<file path="config.mk">
export PLATFORM = sky130hd
export DESIGN_NAME = tick_generator_bank
export DESIGN_NICKNAME = d
export VERILOG_FILES = /design/src/rtl/tick_generator_bank.sv
export SDC_FILE = /design/constraint.sdc
export NUM_CORES = 1
export LEC_CHECK = 0
export ABC_AREA = 0
export CORE_MARGIN = 2
export CORE_UTILIZATION = 52
export DETAILED_ROUTE_END_ITERATION = 12
export PLACE_DENSITY = 0.72
export SYNTH_ARGS = -nofsm -noshare
export SYNTH_HDL_FRONTEND = slang
export SYNTH_SLANG_ARGS = --single-unit
</file>
<file path="constraint.sdc">
create_clock -name MasterClock -period 3.8 [get_ports MasterClock]
set_clock_uncertainty 0.2 [all_clocks]
set_input_delay 0.57 -clock MasterClock [delete_from_list [all_inputs] [get_ports MasterClock]]
set_output_delay 0.57 -clock MasterClock [all_outputs]
set_load 0.05 [all_outputs]
</file>
<file path="src/rtl/tick_generator_bank.sv">
// Bank of independent, runtime-programmable clock-enable generators sharing one clock.
// Each channel emits a 1-cycle Tick every DIV cycles and a 50%-duty Square of period 2*DIV.
module tick_generator_bank #(
    parameter int unsigned                    NUM_CH    = 3,
    parameter int unsigned                    DIV_W     = 28,
    parameter logic [NUM_CH*DIV_W-1:0]        RESET_DIV = {NUM_CH{DIV_W'(1000)}},
    parameter logic [NUM_CH-1:0]              RESET_EN  = {NUM_CH{1'b1}}
) (
    input  logic              MasterClock,
    input  logic              ResetN,
    input  logic              CfgWe,
    input  logic [3:0]        CfgCh,
    input  logic [DIV_W-1:0]  CfgDiv,
    input  logic              CfgEn,
    input  logic              CfgImm,
    input  logic              Sync,
    output logic [NUM_CH-1:0] Tick,
    output logic [NUM_CH-1:0] Square,
    output logic [NUM_CH-1:0] Pending
);

    localparam logic [4:0] NUM_CH_W = 5'(NUM_CH);

    logic cfg_hit;
    assign cfg_hit = CfgWe && ({1'b0, CfgCh} < NUM_CH_W);

    for (genvar g = 0; g < NUM_CH; g++) begin : g_ch
        localparam logic [3:0] CH = 4'(g);

        logic [DIV_W-1:0] cnt_q, cnt_d;
        logic [DIV_W-1:0] div_q, div_d;
        logic [DIV_W-1:0] pdiv_q, pdiv_d;
        logic             pend_q, pend_d;
        logic             en_q, en_d;
        logic             tick_q, tick_d;
        logic             sq_q, sq_d;
        logic             wr, active, tc;

        always_comb begin
            wr     = cfg_hit && (CfgCh == CH);
            active = en_q && (div_q != '0);
            // Sync suppresses TC so that div and pend stay untouched in that cycle.
            tc     = active && (cnt_q == div_q - DIV_W'(1)) && !Sync;

            cnt_d  = cnt_q;
            div_d  = div_q;
            pdiv_d = pdiv_q;
            pend_d = pend_q;
            en_d   = en_q;
            tick_d = 1'b0;
            sq_d   = sq_q;

            if (active) begin
                if (tc) begin
                    cnt_d  = '0;
                    tick_d = 1'b1;
                    sq_d   = ~sq_q;
                    if (pend_q) begin
                        div_d  = pdiv_q;
                        pend_d = 1'b0;
                    end
                end else begin
                    cnt_d = cnt_q + DIV_W'(1);
                end
            end else begin
                cnt_d = '0;
                sq_d  = 1'b0;
            end

            if (wr) begin
                en_d = CfgEn;
                // Disabling write or idle channel stores the divisor directly and restarts.
                if (CfgImm || !active || !CfgEn) begin
                    div_d  = CfgDiv;
                    cnt_d  = '0;
                    sq_d   = 1'b0;
                    pend_d = 1'b0;
                    tick_d = 1'b0;
                end else if (tc) begin
                    div_d  = CfgDiv;
                    pend_d = 1'b0;
                end else begin
                    pdiv_d = CfgDiv;
                    pend_d = 1'b1;
                end
            end

            if (Sync) begin
                cnt_d  = '0;
                sq_d   = 1'b0;
                tick_d = 1'b0;
            end
        end

        always_ff @(posedge MasterClock) begin
            if (!ResetN) begin
                cnt_q  <= '0;
                div_q  <= RESET_DIV[g*DIV_W +: DIV_W];
                pdiv_q <= '0;
                pend_q <= 1'b0;
                en_q   <= RESET_EN[g];
                tick_q <= 1'b0;
                sq_q   <= 1'b0;
            end else begin
                cnt_q  <= cnt_d;
                div_q  <= div_d;
                pdiv_q <= pdiv_d;
                pend_q <= pend_d;
                en_q   <= en_d;
                tick_q <= tick_d;
                sq_q   <= sq_d;
            end
        end

        assign Tick[g]    = tick_q;
        assign Square[g]  = sq_q;
        assign Pending[g] = pend_q;
    end

endmodule

</file>
## Word level (Yosys, flattened, before mapping)

Cells that the tools add are included.

- Register bits: 264
- Bits of input ports: 38
- Logic and storage cells: 153

- Add/sub/neg operators: 6
- Magnitude comparators: 1
- Equal/unequal tests: 5
- Mux-type cells: 69
- Bitwise gates (word level): 10
- Reductions and logical operators: 41

Operators by type and width:

| cell | count |
|---|---|
| two-way mux 28 bit | 30 |
| adder 28 x 1 -> 28 bit (second input constant) | 3 |
| equality test 28 bit | 3 |
| nonzero test 28 bit | 3 |
| subtractor 28 x 1 -> 28 bit (second input constant) | 3 |
| two-way mux 1 bit | 39 |
| logical AND 1 bit | 13 |
| nonzero test 2 bit | 6 |
| inverter 1 bit | 10 |
| AND reduction 3 bit | 3 |
| logical OR 1 bit | 6 |
| AND reduction 2 bit | 3 |
| logical NOT 1 bit | 5 |
| equality test 4 x 1 -> 1 bit (second input constant) | 1 |
| equality test 4 x 2 -> 1 bit (second input constant) | 1 |
| logical NOT 4 bit | 1 |
| less-than comparator 4 x 2 -> 1 bit (second input constant) | 1 |
| OR reduction 2 bit | 1 |

## Longest topological paths before layout

Gate-level depths: netlist (run 1).

- Depth after elaboration: 9
- Depth in mapped cells: 15

## Worst setup path before layout (run 1)

Ideal clock, no wire load.

- Kind: reg-to-reg
- Start: register g_ch[1].div_q[0]
- End: register g_ch[1].div_q[3]
- Setup time: 0.143 ns
- Arrival time: 3.392 ns
- Data required time: 3.457 ns
- Slack: 0.065 ns
- Cell stages (with the launch flop): 15
- Buffers on the path: 3
- Clock period less this slack: 3.735 ns
- Cells stage by stage: dfxtp_1 > inv_1 > ha_1 > nor3b_2 > and3_1 > buf_2 > and2_2 > a2111oi_1 > nand2_1 > or4_1 > or4_1 > clkbuf_1 > buf_6 > a2111oi_0 > a21oi_1

- Cells in the longest elaborated chain, start to end: 9

Ends and longest elaborated chain:

| what | line | text |
|---|---|---|
| start, declared | 31 | `logic [DIV_W-1:0] div_q, div_d;` |
| start signal, assigned | 98 | `div_q <= RESET_DIV[g*DIV_W +: DIV_W];` |
| start signal, assigned | 106 | `div_q <= div_d;` |
| subtractor 28 x 1 -> 28 bit or nonzero test 28 bit (tied branches) | 43, 41 |  |
| equality test 28 bit or logical AND 1 bit (tied branches) | 43, 41 |  |
| logical AND 1 bit (2 in a row) | 43 | `tc = active && (cnt_q == div_q - DIV_W'(1)) && !Sync;` |
| two-way mux 28 bit | 54 | `if (tc) begin` |
| two-way mux 28 bit | 53 | `if (active) begin` |
| two-way mux 28 bit | 79 | `end else if (tc) begin` |
| two-way mux 28 bit | 73 | `if (CfgImm \|\| !active \|\| !CfgEn) begin` |
| two-way mux 28 bit (*) | 70 | `if (wr) begin` |

Every way passes the cells marked *; elsewhere a longest branch is shown, timed or not.
A chain may end at the register's enable or synchronous reset.

## Worst setup path in the final report (run 1)

- Start: register g_ch[1].div_q[0]
- End: register g_ch[1].div_q[23]

The elaborated chain is that of the path after synthesis.

==> results of run 1 <==
==> stage by stage <==
| step | instances | instance area [um2] | power, mW | setup TNS [ps] | setup WS [ps] |
|---|---|---|---|---|---|
| CTS | 2076 | 16400 | 5.88 | 0 | 26.0 |
| global route | 2082 | 16600 | 6.03 | -406 | -45.7 |
| global placement | 2028 | 15500 | 3.26 | -33.3 | -24.4 |
| detailed placement | 2028 | 15500 | 3.26 | -762 | -63.6 |
| floorplan | 1639 | 14100 | 3.07 | 0 | 65.0 |
| finish | 2083 | 16700 | 5.85 | 0 | 116 |
==> cell families (layout without fill, tap and decap cells) <==
kind of cell / count (synthesis) / in the layout / share of synthesized area
and+or+nand+nor: 608 / 608 / 0.217
AOI/OAI and AO/OA: 272 / 272 / 0.124
DFF: 264 / 264 / 0.374
xor gates and xnor gates: 183 / 183 / 0.113
muxes: 171 / 171 / 0.121
buffers and inverters: 132 / 234 / 0.0428
adders and majority gates: 9 / 9 / 0.00796
other: 0 / 1 / 0
==> registers in the layout, indices dropped and copies added, names as in the netlist <==
signal / cells
g_ch.cnt_q: 84
g_ch.div_q: 84
g_ch.en_q: 3
g_ch.pdiv_q: 84
g_ch.pend_q: 3
g_ch.sq_q: 3
g_ch.tick_q: 3
==> worst paths after layout <==
| path | startpoint | endpoint | slack (ps) | cells after the start |
|---|---|---|---|---|
| setup / recovery | g_ch[1].div_q[0]$_SDFF_PN0_ | g_ch[1].div_q[23]$_SDFF_PN0_ | 120 | 13 |
| hold / removal | g_ch[0].cnt_q[0]$_SDFF_PP0_ | g_ch[0].cnt_q[0]$_SDFF_PP0_ | 300 | 1 |
| setup reg to reg | g_ch[1].div_q[0]$_SDFF_PN0_ | g_ch[1].div_q[23]$_SDFF_PN0_ | 120 | 13 |
| hold reg to reg | g_ch[0].cnt_q[0]$_SDFF_PP0_ | g_ch[0].cnt_q[0]$_SDFF_PP0_ | 300 | 1 |
==> critical path, stage by stage, from the launching register on <==
cell and delay, ps:
dfxtp_4 360, inv_1 90, ha_2 200, buf_4 110, or3b_4 400, a22o_1 260
mux2i_1 190, nand4_1 110, or4_1 480, or4_4 540, buf_6 160, buf_12 160
a211oi_2 200, a211oi_1 80
==> layout by cell type, fill, tap and decap left out, drive strengths merged, types with 7 or more instances in the layout <==
| cell type | n |
|---|---|
| nand4b | 7 |
| a211oi | 50 |
| buf | 112 |
| nand2 | 66 |
| a2111oi | 13 |
| xor2 | 75 |
| clkdlybuf4s50 | 45 |
| a21oi | 73 |
| nand4 | 29 |
| clkbuf | 43 |
| inv | 27 |
| ha | 9 |
| nand3b | 7 |
| a22oi | 7 |
| o21ai | 61 |
| and2 | 7 |
| nor4 | 32 |
| o22ai | 9 |
| nand2b | 17 |
| or4 | 12 |
| nand3 | 54 |
| xnor2 | 108 |
| and4 | 8 |
| a31oi | 10 |
| or3 | 14 |
| dfxtp | 264 |
| nor2b | 8 |
| nor2 | 250 |
| and3 | 18 |
| nor3 | 52 |
| mux2i | 169 |
==> final cells by class <==
type,count,area [um2]
repair buffers,159,1480
fillers,2310,10100
multi-input cells,1243,8480
well taps,341,427
clock inverters,7,66.3
inverters,27,103
flip-flops and latches,264,5290
clock buffers,41,801
diodes,1,2.50
==> power breakdown <==
group,internal [mW],switching (mW),total [mW]
registers,2.79,0.0289,2.82
clock network,1.52,1.11,2.63
logic,0.154,0.246,0.400
==> repair_timing <==
action                                  4_1_cts  5_1_grt
resized for setup                             1       50
cloned                                        0        3
endpoints found under the setup margin        7      115
setup buffers                                 0        3
pin swaps                                     0        5
==> per-layer routing <==
metal / GRT usage / vias up / part of all wire
met4: 0.0716 / 0 / 0.022
li1: - / 6042 / -
met5: 0 / - / 0
met1: 0.377 / 5981 / 0.46
met3: 0.0313 / 62 / 0.054
met2: 0.435 / 341 / 0.46
==> impl_metrics.csv, run 1 <==
group,metric,value,unit
routing,drtAntennaViolNets,0,
floorplan,core,26800,um2
setup_path,worstPathMaxFanout,15,
setup_path,worst-endpoint-required,4000,ps
floorplan,dieArea,28500,um2
clocking,clkSinkCount,264,
cells_and_area,drive_gt1_frac,0.124,
synthesis,avgSynthCellArea,8.63,um2
timing,timing.fmax,271,MHz
grt,grt_overflow_total,0,
clocking,cts_hold_buf,0,
timing,tightestPinTransition,716,ps
cells_and_area,utilization,0.621,
timing,layout_min_cycle_time,3680,ps
synthesis,synth_cells,1639,
timing,rsz0062_at_grt,"true",
setup_path,cp.arrival,3880,ps
grt,grt_pass1_wl,62.2,mm
cells_and_area,area_growth,17.8,%
cells_and_area,fin_nets,1771,
clocking,cts_max_level,1,
clocking,cts_tree,"yes",
clocking,cts-root-buf,"clkbuf_16",
grt,grt_usage,0.268,
floorplan,pin_count,47,
power_and_ir_drop,vdd_drop_max,0.290,mV
setup_path,critPathCaptureType,"flop",
setup_path,worstSetupPathType,"flop to flop",
floorplan,die_w,169,um
synthesis,synth_fp_nets,1686,
synthesis,syn-cell-area,14100,um2
placed_design,io_buffers,46,
synthesis,ys_types,76,
routing,wl,39.0,mm
synthesis,ys.flop_type,"dfxtp_1",
floorplan,die_h,169,um
routing,wl_per_cell,18.7,um
grt,antenna_found_initial,1,
synthesis,synth_edf_count,0,
synthesis,yosysMostFrequentCell,"dfxtp_1",
synthesis,async_reset_ff_frac,0,
timing,hold_violations,0,
grt,grt_pass1_vias,11608,
timing,fin_crit_sh,0.969,
clocking,numCtsBuffers,29,
clocking,clk_latency,560,ps
floorplan,initial_utilization,0.528,
timing,fin_hold_ws,296,ps
synthesis,ys_warn_count,0,
flow_run,max_cap_viol_count,0,
routing,via_per_inst,5.97,
timing,setup_viol,0,
power_and_ir_drop,power_density,351,nW/um2
placed_design,dp_hpwl,28.3,mm
synthesis,ys_seq_area_frac,0.374,
worst_hold_path,hold_class,"flop to flop",
timing,drv_slew,0,
grt,grt_start_max_net_pins,66,
floorplan,placementRows,60,
synthesis,synth_largest_area_cell,"dfxtp_1",
routing,vias,12426,
routing,drt_iter0_markers,960,
routing,dr.pass1.iters,5,
setup_path,cp-start-kind,"flop",
power_and_ir_drop,p_leak,6.00,nW
timing,relSlewSlack,0.523,
clocking,clockBufferDepth,3,
synthesis,synth_top_cells_by_area,"dfxtp_1 37%, mux2i_1 12%, xnor2_1 6.7%, nor2_1 6.6%, xor2_1 4.6%",
synthesis,ys_ff_latch,264,
clocking,path_clk_slew,60,ps
synthesis,yosys-top-cells-count,"264 x dfxtp_1, 249 x nor2_1, 169 x mux2i_1",
outcome,status,"completed",
synthesis,synthDominantCellAreaShare,0.374,
placed_design,gp_congestion,0.966,
routing,drcViolationCount,0,
(Power assumes the default switching activity.)
==> inputs of run 2 (changes only) <==
Settings changed: PLACE_DENSITY 0.72 to not set, PLACE_DENSITY_LB_ADDON set to 0.3.
==> run 2 against run 1 <==
Power is 5.0% higher. Critical path depth is 4 lower. Global-route usage is 0.97 points higher. Fmax is 2.9% lower. Combinational power is 2% higher. Sequential power hardly changed. Cell count hardly changed. Clock power is 11% higher. Cell area is 0.68% higher. Highest routed layer unchanged.
==> impl_metrics.csv, run 2 (synthesis gave the netlist of run 1 again) <==
group,metric,value,unit
power_and_ir_drop,power_frac_clock,0.475,
timing,drv_slew,0,
worst_hold_path,hp-start,"g_ch[0].pdiv_q[1]$_SDFFE_PN0P_",
routing,drt_iter0_markers,1044,
power_and_ir_drop,vdd_drop_max,0.335,mV
routing,via_per_inst,6.03,
worst_hold_path,hold_class,"flop to flop",
setup_path,critPathCaptureType,"flop",
routing,drtAntennaViolNets,0,
grt,grt_start_max_net_pins,74,
setup_path,r2r-end,"g_ch[0].div_q[9]$_SDFF_PN1_",
placed_design,dp_hpwl,28.5,mm
setup_path,worst-endpoint-required,3990,ps
clocking,numCtsBuffers,28,
timing,hold_violations,0,
setup_path,critical_path.max_stage_delay,620,ps
routing,vias,12551,
power_and_ir_drop,comb_power_share,0.066,
power_and_ir_drop,power.internal,4.69,mW
setup_path,cp.arrival,3990,ps
timing,layout_min_cycle_time,3790,ps
routing,wl_per_cell,19.3,um
setup_path,worstPathMaxFanout,6,
grt,grt_usage,0.277,
cells_and_area,fin_nets,1767,
power_and_ir_drop,power.total,6.14,mW
setup_path,reg2reg_slack,5,ps
placed_design,dp_cells,2022,
power_and_ir_drop,swShare,0.236,
cells_and_area,final_cell_mix,"260 x dfxtp_1, 249 x nor2_1, 168 x mux2i_1",
outcome,status,"completed",
power_and_ir_drop,power_density,366,nW/um2
clocking,cts_tree,"yes",
power_and_ir_drop,p_seq_frac,0.459,
setup_path,worstSetupPathType,"flop to flop",
timing,relSlewSlack,0.478,
grt,antenna_found_initial,0,
routing,wl,40.3,mm
setup_path,worst-path-buf-inv,0,
timing,tns,0,ps
clocking,cts_max_level,1,
routing,drcViolationCount,0,
power_and_ir_drop,switchingPower,1.45,mW
setup_path,crit_path_frequent_cell,"or3_4",
floorplan,die_h,169,um
floorplan,placementRows,60,
power_and_ir_drop,p_leak,6.06,nW
setup_path,reg2reg_from,"g_ch[0].div_q[2]$_SDFF_PN0_",
timing,fin_crit_sh,0.999,
floorplan,core,26800,um2
setup_path,worstPathCellList,"or3_4, or4_4, or3_4, a32oi_1, nand4_1, or4_4, or3_4, o22ai_1, a22oi_1",
timing,tightestPinTransition,779,ps
placed_design,io_buffers,46,
setup_path,crit_family,"simple AND/OR/NAND/NOR gates",
cells_and_area,diodes,0,
grt,grt_pass1_vias,12104,
clocking,clkSinkCount,264,
timing,rsz0062_at_grt,"true",
floorplan,dieArea,28500,um2
worst_hold_path,whs_path_depth,2,
timing,setup_viol,0,
cells_and_area,mostFrequentLayoutCell,"dfxtp_1",
clocking,clk_latency,550,ps
clocking,cts-root-buf,"clkbuf_16",
routing,dr.pass1.iters,6,
cells_and_area,utilization,0.626,
setup_path,cp-start-kind,"flop",
clocking,path_clk_slew,60,ps
timing,fin_hold_ws,295,ps
grt,grt_pass1_wl,64.2,mm
setup_path,ff2ff_path_depth,9,
placed_design,gp_congestion,0.970,
flow_run,max_cap_viol_count,0,
floorplan,initial_utilization,0.528,
cells_and_area,stdcell_count,2082,
cells_and_area,largestRegisters,"g_ch.cnt_q x84, g_ch.div_q x84, g_ch.pdiv_q x84",
cells_and_area,drive_gt1_frac,0.129,
timing,timing.fmax,264,MHz
cells_and_area,area_growth,18.6,%
grt,grt_overflow_total,0,
clocking,clockBufferDepth,3,
setup_path,cp.depth,9,
setup_path,cp_slowest_cell,"or4_4",
floorplan,pin_count,47,
floorplan,die_w,169,um
worst_hold_path,hold_path_end,"g_ch[0].pdiv_q[1]$_SDFFE_PN0P_",
-- run 2: timing repair --
item	4_1_cts	5_1_grt
buffers inserted	0	6
pin swaps	0	9
endpoints found under the setup margin	47	165
cloned	1	2
gates resized for setup	5	44
hold buffers	0	0
-- run 2: cell type report --
class	count	area, um2
inverters	27	104
clock inverters	15	191
fillers	2260	10000
multi-input cells	1245	8530
repair buffers	154	1430
flip-flops and latches	264	5290
clock buffers	36	792
well taps	341	427
-- run 2: power groups by stage --
stage	clock network [mW]	registers [mW]	logic [mW]
after floorplan	0	2.87	0.203
after global placement	0	2.88	0.377
after detailed placement	0	2.88	0.382
after CTS	2.94	2.82	0.386
after global routing	3.05	2.82	0.435
final	2.91	2.82	0.407
-- run 2: layer usage --
layer  GRT usage  part of all wire  vias up
li1            -                 -     6059
met1       0.384              0.46     5989
met2       0.446              0.45      423
met3      0.0311             0.056       80
met4       0.103             0.034        0
met5           0                 0        -
-- run 2: worst max-delay path by stage --
| stage | startpoint | endpoint | slack [ps] |
|---|---|---|---|
| after floorplan | g_ch[1].div_q[0]$_SDFF_PN0_ | g_ch[1].div_q[3]$_SDFF_PN1_ | 70 |
| after global placement | Sync | g_ch[1].div_q[12]$_SDFF_PN0_ | -30 |
| after detailed placement | Sync | g_ch[0].div_q[3]$_SDFF_PN1_ | -130 |
| after CTS | g_ch[0].div_q[2]$_SDFF_PN0_ | g_ch[0].div_q[3]$_SDFF_PN1_ | 10 |
| after global routing | g_ch[0].div_q[2]$_SDFF_PN0_ | g_ch[0].div_q[9]$_SDFF_PN1_ | -60 |
| final | g_ch[0].div_q[2]$_SDFF_PN0_ | g_ch[0].div_q[9]$_SDFF_PN1_ | 5 |
-- run 2: stage by stage --
stage	instance area (um2)	setup slack, ps
CTS	16500	13.1
floorplan	14100	65.0
global placement	15500	-28.6
global route	16800	-58.4
detailed placement	15500	-133
finish	16800	5.04
-- run 2: worst min-delay path: cells and delay by family, from the launching register on --
kind	cells	cell delay, ps
and+or+nand+nor	1	70
DFF	1	330
muxes	1	60
==> inputs of run 3 (changes only) <==
Clock period 3.8 ns to 3.66 ns, I/O delays scaled along.
==> run 3 against run 2 <==
Sequential power rose by 4%. Fmax increased by 5.7%. Utilization is 1.4 points higher. Cell area increased by 2.2%. Critical path depth grew 2. Power grew 1.1%. Critical endpoint is now g_ch[1].div_q[11]$_SDFF_PN0_. Highest routed layer unchanged.
==> impl_metrics.csv, run 3 (synthesis gave the netlist of run 1 again) <==
group,metric,value,unit
placed_design,placed_area,15700,um2
grt,grt_overflow_total,0,
cells_and_area,area_growth,21.2,%
outcome,status,"completed",
floorplan,placementRows,60,
floorplan,initial_utilization,0.528,
cells_and_area,fin_nets,1791,
routing,dr.pass1.iters,5,
clocking,cts_hold_buf,0,
grt,grt_pass1_vias,11849,
cells_and_area,final_cell_mix,"260 x dfxtp_1, 248 x nor2_1, 168 x mux2i_1",
clocking,cts-root-buf,"clkbuf_16",
clocking,cts_tree,"yes",
timing,fin_crit_sh,0.981,
grt,grt_usage,0.267,
routing,wl,39.2,mm
timing,hold_violations,0,
flow_run,max_cap_viol_count,0,
placed_design,dp_cells,2044,
routing,via_per_inst,5.93,
cells_and_area,stdcell_count,2106,
cells_and_area,final_cell_area,17100,um2
grt,grt_pass1_wl,62.2,mm
cells_and_area,largestRegisters,"g_ch.cnt_q x84, g_ch.div_q x84, g_ch.pdiv_q x84",
cells_and_area,n_fill_cell,2172,
placed_design,gp_congestion,0.916,
floorplan,die_w,169,um
clocking,clockBufferDepth,3,
routing,drtAntennaViolNets,0,
cells_and_area,utilization,0.639,
setup_path,cp-start-kind,"flop",
timing,rsz0062_at_grt,"true",
clocking,path_clk_slew,60,ps
routing,wl_per_cell,18.6,um
setup_path,crit_family,"simple AND/OR/NAND/NOR gates",
setup_path,worst-endpoint-required,3840,ps
cells_and_area,seq_area,5290,um2
setup_path,critical_path.max_stage_delay,560,ps
timing,tightestPinTransition,923,ps
setup_path,cp.arrival,3770,ps
cells_and_area,mostFrequentLayoutCell,"dfxtp_1",
routing,drt_iter0_markers,1035,
setup_path,critPathCaptureType,"flop",
worst_hold_path,hold_class,"input port to flop",
placed_design,dp_hpwl,28.0,mm
floorplan,dieArea,28500,um2
setup_path,worst-path-buf-inv,2,
setup_path,worstSetupPathType,"flop to flop",
clocking,cts_max_level,1,
placed_design,io_buffers,46,
floorplan,core,26800,um2
routing,vias,12482,
floorplan,die_h,169,um
routing,drcViolationCount,0,
power_and_ir_drop,vdd_drop_max,0.315,mV
setup_path,worstPathCellList,"or4_4, nor3_4, and2_4, a311oi_1, o21a_1, or4_1, or4_4, buf_8, buf_4, a211oi_1, a211oi_1",
floorplan,pin_count,47,
timing,setup_viol,0,
setup_path,cp_slowest_cell,"or4_4",
timing,timing.fmax,279,MHz
timing,layout_min_cycle_time,3590,ps
grt,grt_start_max_net_pins,85,
power_and_ir_drop,p_leak,6.20,nW
setup_path,worstPathMaxFanout,6,
cells_and_area,multi_input_comb_area,8680,um2
power_and_ir_drop,power_density,362,nW/um2
clocking,numCtsBuffers,28,
timing,drv_slew,0,
clocking,clk_latency,550,ps
timing,relSlewSlack,0.385,
grt,antenna_found_initial,0,
cells_and_area,diodes,0,
clocking,clkSinkCount,264,
cells_and_area,drive_gt1_frac,0.156,
run 3: tightest hold or removal path: stages:
cell and delay, ps:
buf_2 110, inv_4 170, nor2_1 140
run 3: metal layers:
metal / part of all wire / wire length (um) / GRT usage
met1: 0.45 / 17800 / 0.365
met5: 0 / 0 / 0
met2: 0.46 / 17900 / 0.435
met4: 0.027 / 1060 / 0.0791
met3: 0.061 / 2410 / 0.0451
run 3: cell type report:
class	count	share of cell area
tap	341	0.0249
sequential	264	0.309
inverter	27	0.00606
multi-input combinational	1244	0.507
clock buffer	41	0.0497
timing repair buffer	179	0.0989
clock inverter	10	0.00489
run 3: where the power goes:
| group | switching, mW | internal, mW | total, mW |
|---|---|---|---|
| Sequential | 0.0292 | 2.90 | 2.93 |
| Combinational | 0.263 | 0.165 | 0.427 |
| Clock | 1.18 | 1.68 | 2.85 |
run 3: stage by stage:
step / setup TNS [ps] / setup slack, ps / total power [mW] / hold WS [ps]
CTS: 0 / 7.56 / 6.21 / 269
global placement: -3720 / -159 / 3.38 / 274
floorplan: -104 / -18.2 / 3.19 / 245
global route: -422 / -85.0 / 6.39 / 297
detailed placement: -6760 / -221 / 3.39 / 283
finish: 0 / 70.3 / 6.21 / 265
run 3: final timing paths:
check | start | slack, ps | depth (start not counted) | end
worst max-delay path | g_ch[1].div_q[13]$_SDFF_PN0_ | 70 | 11 | g_ch[1].div_q[11]$_SDFF_PN0_
worst min-delay path | ResetN | 260 | 3 | g_ch[2].pdiv_q[5]$_SDFFE_PN0P_
worst max register to register | g_ch[1].div_q[13]$_SDFF_PN0_ | 70 | 11 | g_ch[1].div_q[11]$_SDFF_PN0_
worst min register to register | g_ch[2].pdiv_q[5]$_SDFFE_PN0P_ | 300 | 2 | g_ch[2].pdiv_q[5]$_SDFFE_PN0P_
run 3: what timing repair did:
item / CTS / global route
gates cloned: 0 / 3
hold endpoints to repair: 0 / 0
setup buffers: 0 / 8
pin swaps: 0 / 23
endpoints found under the setup margin: 33 / 167
resized for setup: 14 / 78
